File: config.mk
export PLATFORM = sky130hd
export DESIGN_NAME = seg7_scan_flat
export DESIGN_NICKNAME = d
export VERILOG_FILES = /design/src/rtl/seg7_pkg.sv /design/src/rtl/seg7_scan_if.sv /design/src/rtl/hex_to_seg7.sv /design/src/rtl/seg7_scan.sv /design/src/flat_wrapper.sv
export SDC_FILE = /design/constraint.sdc
export NUM_CORES = 1
export LEC_CHECK = 0
export CELL_PAD_IN_SITES_DETAIL_PLACEMENT = 1
export CELL_PAD_IN_SITES_GLOBAL_PLACEMENT = 1
export CORE_MARGIN = 2
export CORE_UTILIZATION = 35
export CTS_CLUSTER_DIAMETER = 30
export DETAILED_ROUTE_END_ITERATION = 10
export PLACE_DENSITY_LB_ADDON = 0.1
export SYNTH_ARGS = -nofsm -noshare
export SYNTH_HDL_FRONTEND = slang
export SYNTH_SLANG_ARGS = --single-unit
export TNS_END_PERCENT = 1
File: constraint.sdc
create_clock -name clk -period 2.75 [get_ports clk]
set_clock_uncertainty 0.05 [all_clocks]
set_input_delay 0.4125 -clock clk [delete_from_list [all_inputs] [get_ports clk]]
set_output_delay 0.4125 -clock clk [all_outputs]
set_load 0.005 [all_outputs]
File: src/rtl/seg7_pkg.sv
// Shared definitions for the 7-segment scanner.
// Segment vectors are {g,f,e,d,c,b,a}, active-low: a 0 bit lights that segment.
package seg7_pkg;

  // All segments dark.
  localparam logic [6:0] SEG_OFF = 7'h7F;

  // Hex digit to active-low segment pattern ({g..a}).
  function automatic logic [6:0] hex7(input logic [3:0] v);
    logic [6:0] s;
    s = SEG_OFF;
    case (v)
      4'h0: s = 7'b1000000;
      4'h1: s = 7'b1111001;
      4'h2: s = 7'b0100100;
      4'h3: s = 7'b0110000;
      4'h4: s = 7'b0011001;
      4'h5: s = 7'b0010010;
      4'h6: s = 7'b0000010;
      4'h7: s = 7'b1111000;
      4'h8: s = 7'b0000000;
      4'h9: s = 7'b0010000;
      4'hA: s = 7'b0001000;
      4'hB: s = 7'b0000011;
      4'hC: s = 7'b1000110;
      4'hD: s = 7'b0100001;
      4'hE: s = 7'b0000110;
      4'hF: s = 7'b0001110;
      default: s = SEG_OFF;
    endcase
    return s;
  endfunction

endpackage

File: src/rtl/seg7_scan_if.sv
// Display bus between the CPU datapath (master) and the scanner (slave).
//   en        display enable
//   data      display word, digit i = data[4i+3:4i]
//   blank     per-digit blank
//   dp        per-digit decimal point, active-high
//   an        digit anodes, active-low
//   seg       segments {g..a}, active-low
//   dp_n      decimal point, active-low
//   tick_lost scan-tick watchdog flag
interface seg7_scan_if #(
  parameter int unsigned DIGITS = 4
);
  logic                  en;
  logic [4*DIGITS-1:0]   data;
  logic [DIGITS-1:0]     blank;
  logic [DIGITS-1:0]     dp;
  logic [DIGITS-1:0]     an;
  logic [6:0]            seg;
  logic                  dp_n;
  logic                  tick_lost;

  modport master (output en, data, blank, dp,
                  input  an, seg, dp_n, tick_lost);
  modport slave  (input  en, data, blank, dp,
                  output an, seg, dp_n, tick_lost);
endinterface

File: src/rtl/hex_to_seg7.sv
// Combinational hex-to-7-segment decoder.
//   nib_i  4-bit hex value
//   seg_o  active-low segments {g..a}
module hex_to_seg7
  import seg7_pkg::*;
(
  input  logic [3:0] nib_i,
  output logic [6:0] seg_o
);
  always_comb begin
    seg_o = hex7(nib_i);
  end
endmodule

File: src/rtl/seg7_scan.sv
// Multiplexed common-anode 7-segment scanner driven by a 1 kHz scan clock
// from the same clock domain, with a per-frame snapshot of the display word
// and a watchdog that blanks the display when scan ticks stop.
//   clk     system clock
//   reset   synchronous, active-high reset
//   clk_1K  divided scan clock (same domain, no synchronizer)
//   bus     display interface (slave side): en/data/blank/dp in,
//           an/seg/dp_n/tick_lost out (all outputs registered)
module seg7_scan
  import seg7_pkg::*;
#(
  parameter int unsigned DIGITS  = 4,
  parameter int unsigned TIMEOUT = 200000,
  parameter int unsigned WD_W    = 18
) (
  input  logic        clk,
  input  logic        reset,
  input  logic        clk_1K,
  seg7_scan_if.slave  bus
);
  localparam int unsigned IW = $clog2(DIGITS);
  localparam logic [IW-1:0]   IDX_LAST = IW'(DIGITS - 1);
  localparam logic [WD_W-1:0] WD_MAX   = WD_W'(TIMEOUT);

  logic                clk_1K_q;
  logic                tick;
  logic [IW-1:0]       idx_q, idx_d;
  logic [WD_W-1:0]     wd_q, wd_d;
  logic [4*DIGITS-1:0] data_s_q;
  logic [DIGITS-1:0]   blank_s_q, dp_s_q;
  logic [DIGITS-1:0]   an_q, an_d;
  logic [6:0]          seg_q, seg_d;
  logic                dp_n_q, dp_n_d;
  logic                tick_lost_q, tick_lost_d;
  logic                snap;
  logic [3:0]          nib;
  logic [6:0]          nib_seg;

  assign tick = clk_1K & ~clk_1K_q;
  assign snap = tick & (idx_q == IDX_LAST);

  always_comb begin
    idx_d = idx_q;
    if (tick) begin
      idx_d = (idx_q == IDX_LAST) ? '0 : idx_q + 1'b1;
    end
  end

  always_comb begin
    wd_d = wd_q;
    if (tick) begin
      wd_d = '0;
    end else if (wd_q != WD_MAX) begin
      wd_d = wd_q + 1'b1;
    end
    tick_lost_d = (wd_q == WD_MAX) & ~tick;
  end

  assign nib = data_s_q[{idx_q, 2'b00} +: 4];

  hex_to_seg7 u_hex (
    .nib_i (nib),
    .seg_o (nib_seg)
  );

  // Output stage uses the registered tick_lost, so anodes resume one
  // cycle after the flag clears.
  always_comb begin
    an_d   = '1;
    if (bus.en && !tick_lost_q) begin
      an_d = ~(DIGITS'(1) << idx_q);
    end
    seg_d  = blank_s_q[idx_q] ? SEG_OFF : nib_seg;
    dp_n_d = ~dp_s_q[idx_q];
  end

  always_ff @(posedge clk) begin
    if (reset) begin
      clk_1K_q    <= 1'b1;   // no tick if clk_1K is already high out of reset
      idx_q       <= '0;
      wd_q        <= '0;
      data_s_q    <= '0;
      blank_s_q   <= '0;
      dp_s_q      <= '0;
      an_q        <= '1;
      seg_q       <= SEG_OFF;
      dp_n_q      <= 1'b1;
      tick_lost_q <= 1'b0;
    end else begin
      clk_1K_q    <= clk_1K;
      idx_q       <= idx_d;
      wd_q        <= wd_d;
      if (snap) begin
        data_s_q  <= bus.data;
        blank_s_q <= bus.blank;
        dp_s_q    <= bus.dp;
      end
      an_q        <= an_d;
      seg_q       <= seg_d;
      dp_n_q      <= dp_n_d;
      tick_lost_q <= tick_lost_d;
    end
  end

  assign bus.an        = an_q;
  assign bus.seg       = seg_q;
  assign bus.dp_n      = dp_n_q;
  assign bus.tick_lost = tick_lost_q;

endmodule
File: src/flat_wrapper.sv
// flat-port wrapper written by rule: the top's interface ports become plain ports
module seg7_scan_flat import seg7_pkg::*;
#(
  parameter int unsigned DIGITS  = 4,
  parameter int unsigned TIMEOUT = 200000,
  parameter int unsigned WD_W    = 18
)
  (clk, reset, clk_1K, bus_en, bus_data, bus_blank, bus_dp, bus_an, bus_seg, bus_dp_n, bus_tick_lost);
  seg7_scan_if #(.DIGITS(DIGITS)) bus_i ();
  input  logic clk;
  input  logic reset;
  input  logic clk_1K;
  input wire logic [$bits(bus_i.en)-1:0] bus_en;
  input wire logic [$bits(bus_i.data)-1:0] bus_data;
  input wire logic [$bits(bus_i.blank)-1:0] bus_blank;
  input wire logic [$bits(bus_i.dp)-1:0] bus_dp;
  output wire logic [$bits(bus_i.an)-1:0] bus_an;
  output wire logic [$bits(bus_i.seg)-1:0] bus_seg;
  output wire logic [$bits(bus_i.dp_n)-1:0] bus_dp_n;
  output wire logic [$bits(bus_i.tick_lost)-1:0] bus_tick_lost;
  assign bus_i.en = bus_en;
  assign bus_i.data = bus_data;
  assign bus_i.blank = bus_blank;
  assign bus_i.dp = bus_dp;
  assign bus_an = bus_i.an;
  assign bus_seg = bus_i.seg;
  assign bus_dp_n = bus_i.dp_n;
  assign bus_tick_lost = bus_i.tick_lost;
  seg7_scan #(.DIGITS(DIGITS), .TIMEOUT(TIMEOUT), .WD_W(WD_W)) u_core (.clk(clk), .reset(reset), .clk_1K(clk_1K), .bus(bus_i));
endmodule
Word level (Yosys, flattened, before mapping) --
Memories as Yosys holds them, arrays and structs flattened. A register that Yosys moved wholly into a read port is not among the register bits. Index checks and enable logic that the tools add are counted.
Cells by class: add/subtract/negate cells 2, magnitude comparators 1, equality and inequality tests 3, shifts and indexed selects 2, muxes and demuxes 5, bitwise operators 8, reductions and logical operators 5
Operators with widths (number):
- $add 18x1->18 const B | 1
- $eq 18x18->1 const B | 1
- $ne 18x18->1 const B | 1
- $shiftx 16x5->4 | 1
- $reduce_or 2->1 | 3
- $bmux 1 s2 | 2
- $not 1->1 | 4
- $not 4->4 | 1
- $shl 1x2->4 const A | 1
- $and 1x1->1 | 3
- $lt 2x3->1 const B | 1
- $add 2x1->2 const B | 1
- $eq 2x2->1 const B | 1
- $mux 1 | 2
- $mux 2 | 1
- $logic_and 1x1->1 | 1
- $logic_not 1->1 | 1
Word-level totals: flip-flop bits (word level) 51, ROM bits 112, bits of input ports 28, output and inout port bits 13, logic and storage cells 36, memories kept 1
Memory list:
- (no name shown) | words 16, bits a word 7, rd ports 1, clocked after memory_dff 1, write ports 0, line seg7_pkg.sv:12 | case (v)

Depth between registers and ports, before layout --
Gate-level depths: netlist of run 1.
depth in word-level cells 4, gate-level depth with buffers 8

Hierarchy --
From an unflattened synthesis of run 1, not the netlist that was laid out.
Unflattened totals: cells, all modules 296, area total of the unflattened synthesis 2645.0 sq um
By module, submodules not included:
- seg7_scan | times used 1, cells each 264, area an instance 2369.8 sq um
- hex_to_seg7 | times used 1, cells each 32, area an instance 275.3 sq um

Worst setup path after synthesis of run 1 --
Ideal clock, no wire load.
path kind register to register, start point reg u_core.idx_q[0], end point reg u_core.seg_q[3], in the netlist u_core.bus.seg[3], setup time 0.130 ns, arrival 1.837 ns, required time 2.570 ns, setup slack 0.733 ns, cell stages (with the launch flop) 7, period minus slack after synthesis 2.017 ns, cell sequence dfxtp_1 > buf_2 > mux4_2 > ha_1 > mux2_1 > mux2i_1 > nand2_1
Between the ends: longest elaborated chain between the ends 3, elaborated cells between the ends (all ways) 4, those cells by class shift (1); mux (2); reduce/logical (1)
RTL lines:
- start: declaration | line seg7_scan.sv:27 | logic [IW-1:0] idx_q, idx_d;
- start signal: assignment | line seg7_scan.sv:91 | idx_q <= idx_d;
- parallel branches: the longest is 3 deep, another holds $shiftx 16x5->4
- end: declaration | line seg7_scan.sv:32 | logic [6:0] seg_q, seg_d;
Parallel ways; which one is timed is not known. The select of a mux whose other input is x is not followed. A chain may end at the register's enable or synchronous reset.

Final worst setup path of run 1 --
Same ends and word-level chain as after synthesis.

==> metrics, run 1 <==
wire length per cell=13.4 µm; GPL Wtd Cong=roughly 0.76; Crit path required time=2910 ps; period utilization=~79%; worst relative slew slack=between 60% and 70%; # DRC=0; Crit Path Category=reg2reg; H-Tree Depth=3; flop-to-flop setup slack=a little under 600 ps; core box area=7210 µm²; Post-synth top flop=dfxtp_1; io pins=41; min Tclk post-route=2170 ps; CTS buffer count=9; clk_lat worst skew=between 300 and 400 ps; Synth async-reset ratio=0%; Crit path arrival time=about 2300 ps; top cells by area, synth=dfxtp_1 (45%), nand2_1 (9.1%), a21oi_1 (7.4%); PwrDens=around 570 nW/µm²; synthesized cell area=~2600 µm²; CP Capture Type=flop; vias in the first global route=2159; leak pwr=between 0.001 and 0.0015 µW; Die Span Y=90.0 µm; sum of negative setup slack=0 ps; CP startpoint kind=flop; EDFF count, synth=0; clock tree from TritonCTS=done; WL final=about 5900 µm; hold_buf cts=0; max-cap violations=0; Hold Fails Final Rpt=0; Cell Rows=31; post-CTS sizing=0; share of cells above drive strength 1=a little over a tenth; hold crit path type=reg2reg; Sink Count=58; Synth warnings=0; Synth cell types=40; most common cell in the synthesized netlist=nand2_1; initial core utilization=a little over a third; Core Util, Final=46.1%; synthesized net count=between 300 and 400; Avg Inst Size Synth=8.80 µm²; largest net degree at the start of global routing=32; Yosys top cell area share=~45%; Max Clk Rate=between 400 and 500 MHz; Clock Tree Buf Depth=2; post-synth top area cell=dfxtp_1; Area growth syn-to-layout=28.6%; GRT overflow=0; RSZ-0062 raised after global routing=no; First DRT Iteration DRCs=between 40 and 50; Tightest Pin Transition=467 ps; clock transition at the registers of the reported paths=about 70 ps; DRT Pass-1 Iters=4; Final Max Slew Viols=0; cell count after synthesis=between 200 and 300; Crit Path Max Fanout=6; commonest cells in the netlist=nand2_1 (63), dfxtp_1 (58), a21oi_1 (38); outcome=finished clean; Post-DRT Antenna Nets=0; DR vias/cell=approximately 4.9; Setup-failing EPs final=0; Vias=around 2200; Ant. Diodes=0; post-DP HPWL=4060 µm; Die W=approximately 90 µm; number of synthesized register bits=58; antenna violations before repair=0; first-pass GRT wire length=10000 µm; Setup Fix Bufs, Post-CTS=0; die area=between 8000 and 9000 µm²; Nets=around 380; Port Buffers=40; VDD IR-drop max=roughly 0.00028 V; Tot GR Track Use=15.5%; sequential fraction of the synthesis area=44.9%; Root Buffer=clkbuf_8
-- sequential cells by signal, indices dropped and copies added (netlist names) --
register and count:
u_core.blank_s_q 4, u_core.bus.an 4, u_core.bus.dp_n 1, u_core.bus.seg 7, u_core.bus.tick_lost 1, u_core.clk_1K_q 1
u_core.data_s_q 16, u_core.dp_s_q 4, u_core.idx_q 2, u_core.wd_q 18
-- cell type report --
class	instances	area (µm²)
clock buffers	12	165
clock inverters	4	72.6
flip-flops and latches	58	1160
multi-input cells	208	1320
fillers	848	3890
repair buffers	45	438
well taps	99	124
inverters	13	48.8
-- critical path, cell delays in order (launching register included) --
cell and delay, ps:
dfxtp_1 440, buf_4 210, mux4_2 590, ha_1 250, mux2_1 300, mux2i_1 130, nand2_1 60
-- worst paths after layout --
kind | endpoint | startpoint | cells past startpoint
setup reg to reg | u_core.bus.seg[3]$_SDFF_PP1_ | u_core.idx_q[0]$_SDFFE_PP0P_ | 6
hold reg to reg | u_core.data_s_q[6]$_SDFFE_PP0P_ | u_core.data_s_q[6]$_SDFFE_PP0P_ | 2
setup / recovery | u_core.bus.seg[3]$_SDFF_PP1_ | u_core.idx_q[0]$_SDFFE_PP0P_ | 6
hold / removal | u_core.data_s_q[6]$_SDFFE_PP0P_ | u_core.data_s_q[6]$_SDFFE_PP0P_ | 2
-- cells by family after synthesis --
kind of cell / Yosys count / share of synthesized area [%]
simple gates: 124 / 24.3
fa+ha+maj: 12 / 5.80
buf+inv: 28 / 4.21
mux: 10 / 6.82
flops: 58 / 44.9
xor+xnor: 7 / 2.37
compound gates: 55 / 11.7
-- routing by layer --
| metal | wire (µm) | track usage, % | share of wire [%] |
|---|---|---|---|
| met5 | 0 | 0 | 0 |
| met4 | 136 | 8.72 | 2.3 |
| met3 | 224 | 3.19 | 3.8 |
| met2 | 2460 | 23.1 | 42 |
| met1 | 3040 | 20.9 | 52 |
-- where the power goes --
group / total, µW / switching [µW] / internal, µW
clock network: 931 / 348 / 583
logic: 98.2 / 38.0 / 60.2
registers: 859 / 7.92 / 851
total: 1890 / 394 / 1490
-- cells in the final DEF (no fill, tap or decap), types with 3 or more instances in the layout --
master,n
clkdlybuf4s50_1,40
or2_2,3
nand2_1,63
mux4_2,6
a21oi_1,38
nor2_1,15
buf_4,5
o211ai_1,3
nor3_1,6
mux2i_1,3
inv_1,13
or3_1,5
nor2b_1,3
nand2b_1,3
o21ai_0,8
clkbuf_8,12
dfxtp_1,58
o221ai_1,4
xnor2_1,5
ha_1,12
nor4b_1,3
nand3_1,6
-- stage by stage --
step                power (µW)  hold slack (ps)  setup WS [ps]  area, µm²  std cells
detailed placement         977              400            597       3090        423
CTS                       1920              407            569       3330        439
global route              1960              428            394       3330        439
floorplan                  913              383            733       2590        294
global placement           976              395            614       3090        423
finish                    1890              405            584       3330        439
No activity file was read; power rests on OpenSTA's default activity.
==> run 2, diff against run 1 <==
Clock period 2.75 ns to 2 ns, I/O delays scaled along.
==> metrics, run 2 (synthesized netlist as in run 1, its figures left out) <==
outcome=finished clean; clk_lat worst skew=330 ps (about the same); PwrDens=741 nW/µm² (+31%); period utilization=93.4% (+15 points); max FFs per register=18 (unchanged); clock tree from TritonCTS=done; first-pass GRT wire length=10800 µm (+7.6%); # DRC=0 (unchanged); Tightest Pin Transition=510 ps (+43.7 ps); Max Clk Rate=535 MHz (+16%); sum of negative setup slack=0 ps (unchanged); Area growth syn-to-layout=31.7%; GPL Wtd Cong=0.785 (+3.4%); io pins=41 (unchanged); CP Capture Type=flop; Clock Tree Buf Depth=2 (unchanged); die area=8100 µm² (unchanged); RSZ-0062 raised after global routing=yes; flop-to-flop setup slack=130 ps (-450 ps); CP startpoint kind=flop; Sink Count=58 (unchanged); H-Tree Depth=3 (unchanged); Cell Rows=31 (unchanged); Top reg by flops=u_core.wd_q; Die Span Y=90.0 µm (unchanged); WL final=6190 µm (+5.5%); share of cells above drive strength 1=14.0% (+3.4 points); wire length per cell=13.7 µm (+2.9%); pre-CTS setup slack=30.9 ps (-566 ps); DRT Pass-1 Iters=4 (unchanged); design area=3410 µm² (+2.4%); Crit path arrival time=2040 ps (-280 ps); Die W=90.0 µm (unchanged); Final Max Slew Viols=0 (unchanged); First DRT Iteration DRCs=59 (+31%); Crit path required time=2170 ps (-740 ps); Vias=2210 (+2.2%); Setup-failing EPs final=0 (unchanged); most frequent cells in the layout=nand2_1 (63), dfxtp_1 (57), clkdlybuf4s50_1 (40); commonest non-fill, non-tap cell in the layout=nand2_1; hold crit path type=reg2reg; max-cap violations=0 (unchanged); Crit Path Category=reg2reg; vias in the first global route=2246 (+4.0%); Nets=386 (+2.9%); WHS Endpoint=u_core.dp_s_q[3]$_SDFFE_PP0P_; clock transition at the registers of the reported paths=70 ps (about the same); worst relative slew slack=65.5% (-3.0 points); hold_buf cts=0 (unchanged); hold path depth=2 (unchanged); largest net degree at the start of global routing=32 (unchanged); initial core utilization=35.9% (unchanged); Post-DRT Antenna Nets=0 (unchanged); Reg2Reg Capture Point=u_core.bus.seg[3]$_SDFF_PP1_; Root Buffer=clkbuf_8; Crit Path Max Fanout=6 (unchanged); antenna violations before repair=0 (unchanged); core box area=7210 µm² (unchanged); CTS buffer count=9 (unchanged); Tot GR Track Use=16.5% (+1.1 points); leak pwr=0.00118 µW (+4.2%); crit path setup slack, layout=132 ps (-452 ps); post-DP HPWL=4460 µm (+9.8%); Hold Fails Final Rpt=0 (unchanged); Ant. Diodes=0 (unchanged); Port Buffers=40 (unchanged); Hold Crit Start=u_core.dp_s_q[3]$_SDFFE_PP0P_; DR vias/cell=4.91 (-0.28%); # fillers=857 (+1.1%); min Tclk post-route=1870 ps (-298 ps); reg-to-reg startpoint=u_core.idx_q[0]$_SDFFE_PP0P_; GRT overflow=0 (unchanged); worst reg2reg path depth=5 (-1); VDD IR-drop max=0.000309 V (+8.7%); DP Area=3170 µm² (+2.6%)
-- run 2: changes by cell type in the layout (fill, tap and decap cells not counted), sizes merged --
cell    previous run  this run
clkinv             1         2
buf                5        16
clkbuf            12        11
-- run 2: final cells by class --
cell class / count / area, µm² / area share, %
Clock inverter: 5 / 77.6 / 2.28
Inverter: 13 / 48.8 / 1.43
Tap cell: 99 / 124 / 3.64
Sequential cell: 58 / 1160 / 34.1
Timing Repair Buffer: 56 / 533 / 15.6
Multi-Input combinational cell: 208 / 1320 / 38.7
Clock buffer: 11 / 141 / 4.15
-- run 2: per-stage QoR --
step	utilization [%]	hold WS, ps	std cells	total power [µW]
after floorplan	-	354	294	1260
after global placement	43.9	395	432	1350
after CTS	47.0	407	448	2550
after detailed placement	43.9	398	432	1350
final	47.2	404	450	2520
after global routing	47.2	427	450	2620
-- run 2: worst max path at each step --
stage | end | startpoint | cells after the start | slack, ps
6_report | u_core.bus.seg[3]$_SDFF_PP1_ | u_core.idx_q[0]$_SDFFE_PP0P_ | 5 | 130
5_1_grt | u_core.bus.seg[1]$_SDFF_PP1_ | u_core.idx_q[0]$_SDFFE_PP0P_ | 5 | 3
4_1_cts | u_core.bus.seg[3]$_SDFF_PP1_ | u_core.idx_q[0]$_SDFFE_PP0P_ | 5 | 20
3_5_place_dp | u_core.bus.seg[3]$_SDFF_PP1_ | u_core.idx_q[0]$_SDFFE_PP0P_ | 5 | 30
3_3_place_gp | u_core.bus.seg[3]$_SDFF_PP1_ | u_core.idx_q[0]$_SDFFE_PP0P_ | 5 | 100
2_1_floorplan | u_core.bus.seg[3]$_SDFF_PP1_ | u_core.idx_q[0]$_SDFFE_PP0P_ | 6 | 40
-- run 2: report_power, final --
part / internal [µW] / switching, µW / total (µW) / leakage (µW)
combinational: 86.6 / 53.7 / 140 / 0.000596
clock: 732 / 471 / 1200 / 0.000109
sequential: 1170 / 10.7 / 1180 / 0.000471
total: 1990 / 535 / 2520 / 0.00118
-- run 2: worst max-delay path: stages, from the launching register on --
cell	delay [ps]
dfxtp_2	370
mux4_2	590
ha_1	240
mux2_1	290
mux2i_1	150
nand2_1	70
-- run 2: repair_timing --
item | 4_1_cts | 5_1_grt
buffers inserted | 0 | 2
gates resized for setup | 0 | 3
setup endpoints to repair | 0 | 6
-- run 2: routing by layer --
layer | track usage, % | part of all wire, % | vias up
met5 | 0 | 0 | -
met4 | 6.54 | 1.6 | 0
met3 | 3.10 | 3.7 | 9
met2 | 24.6 | 41 | 42
met1 | 23.8 | 53 | 1051
li1 | - | - | 1108
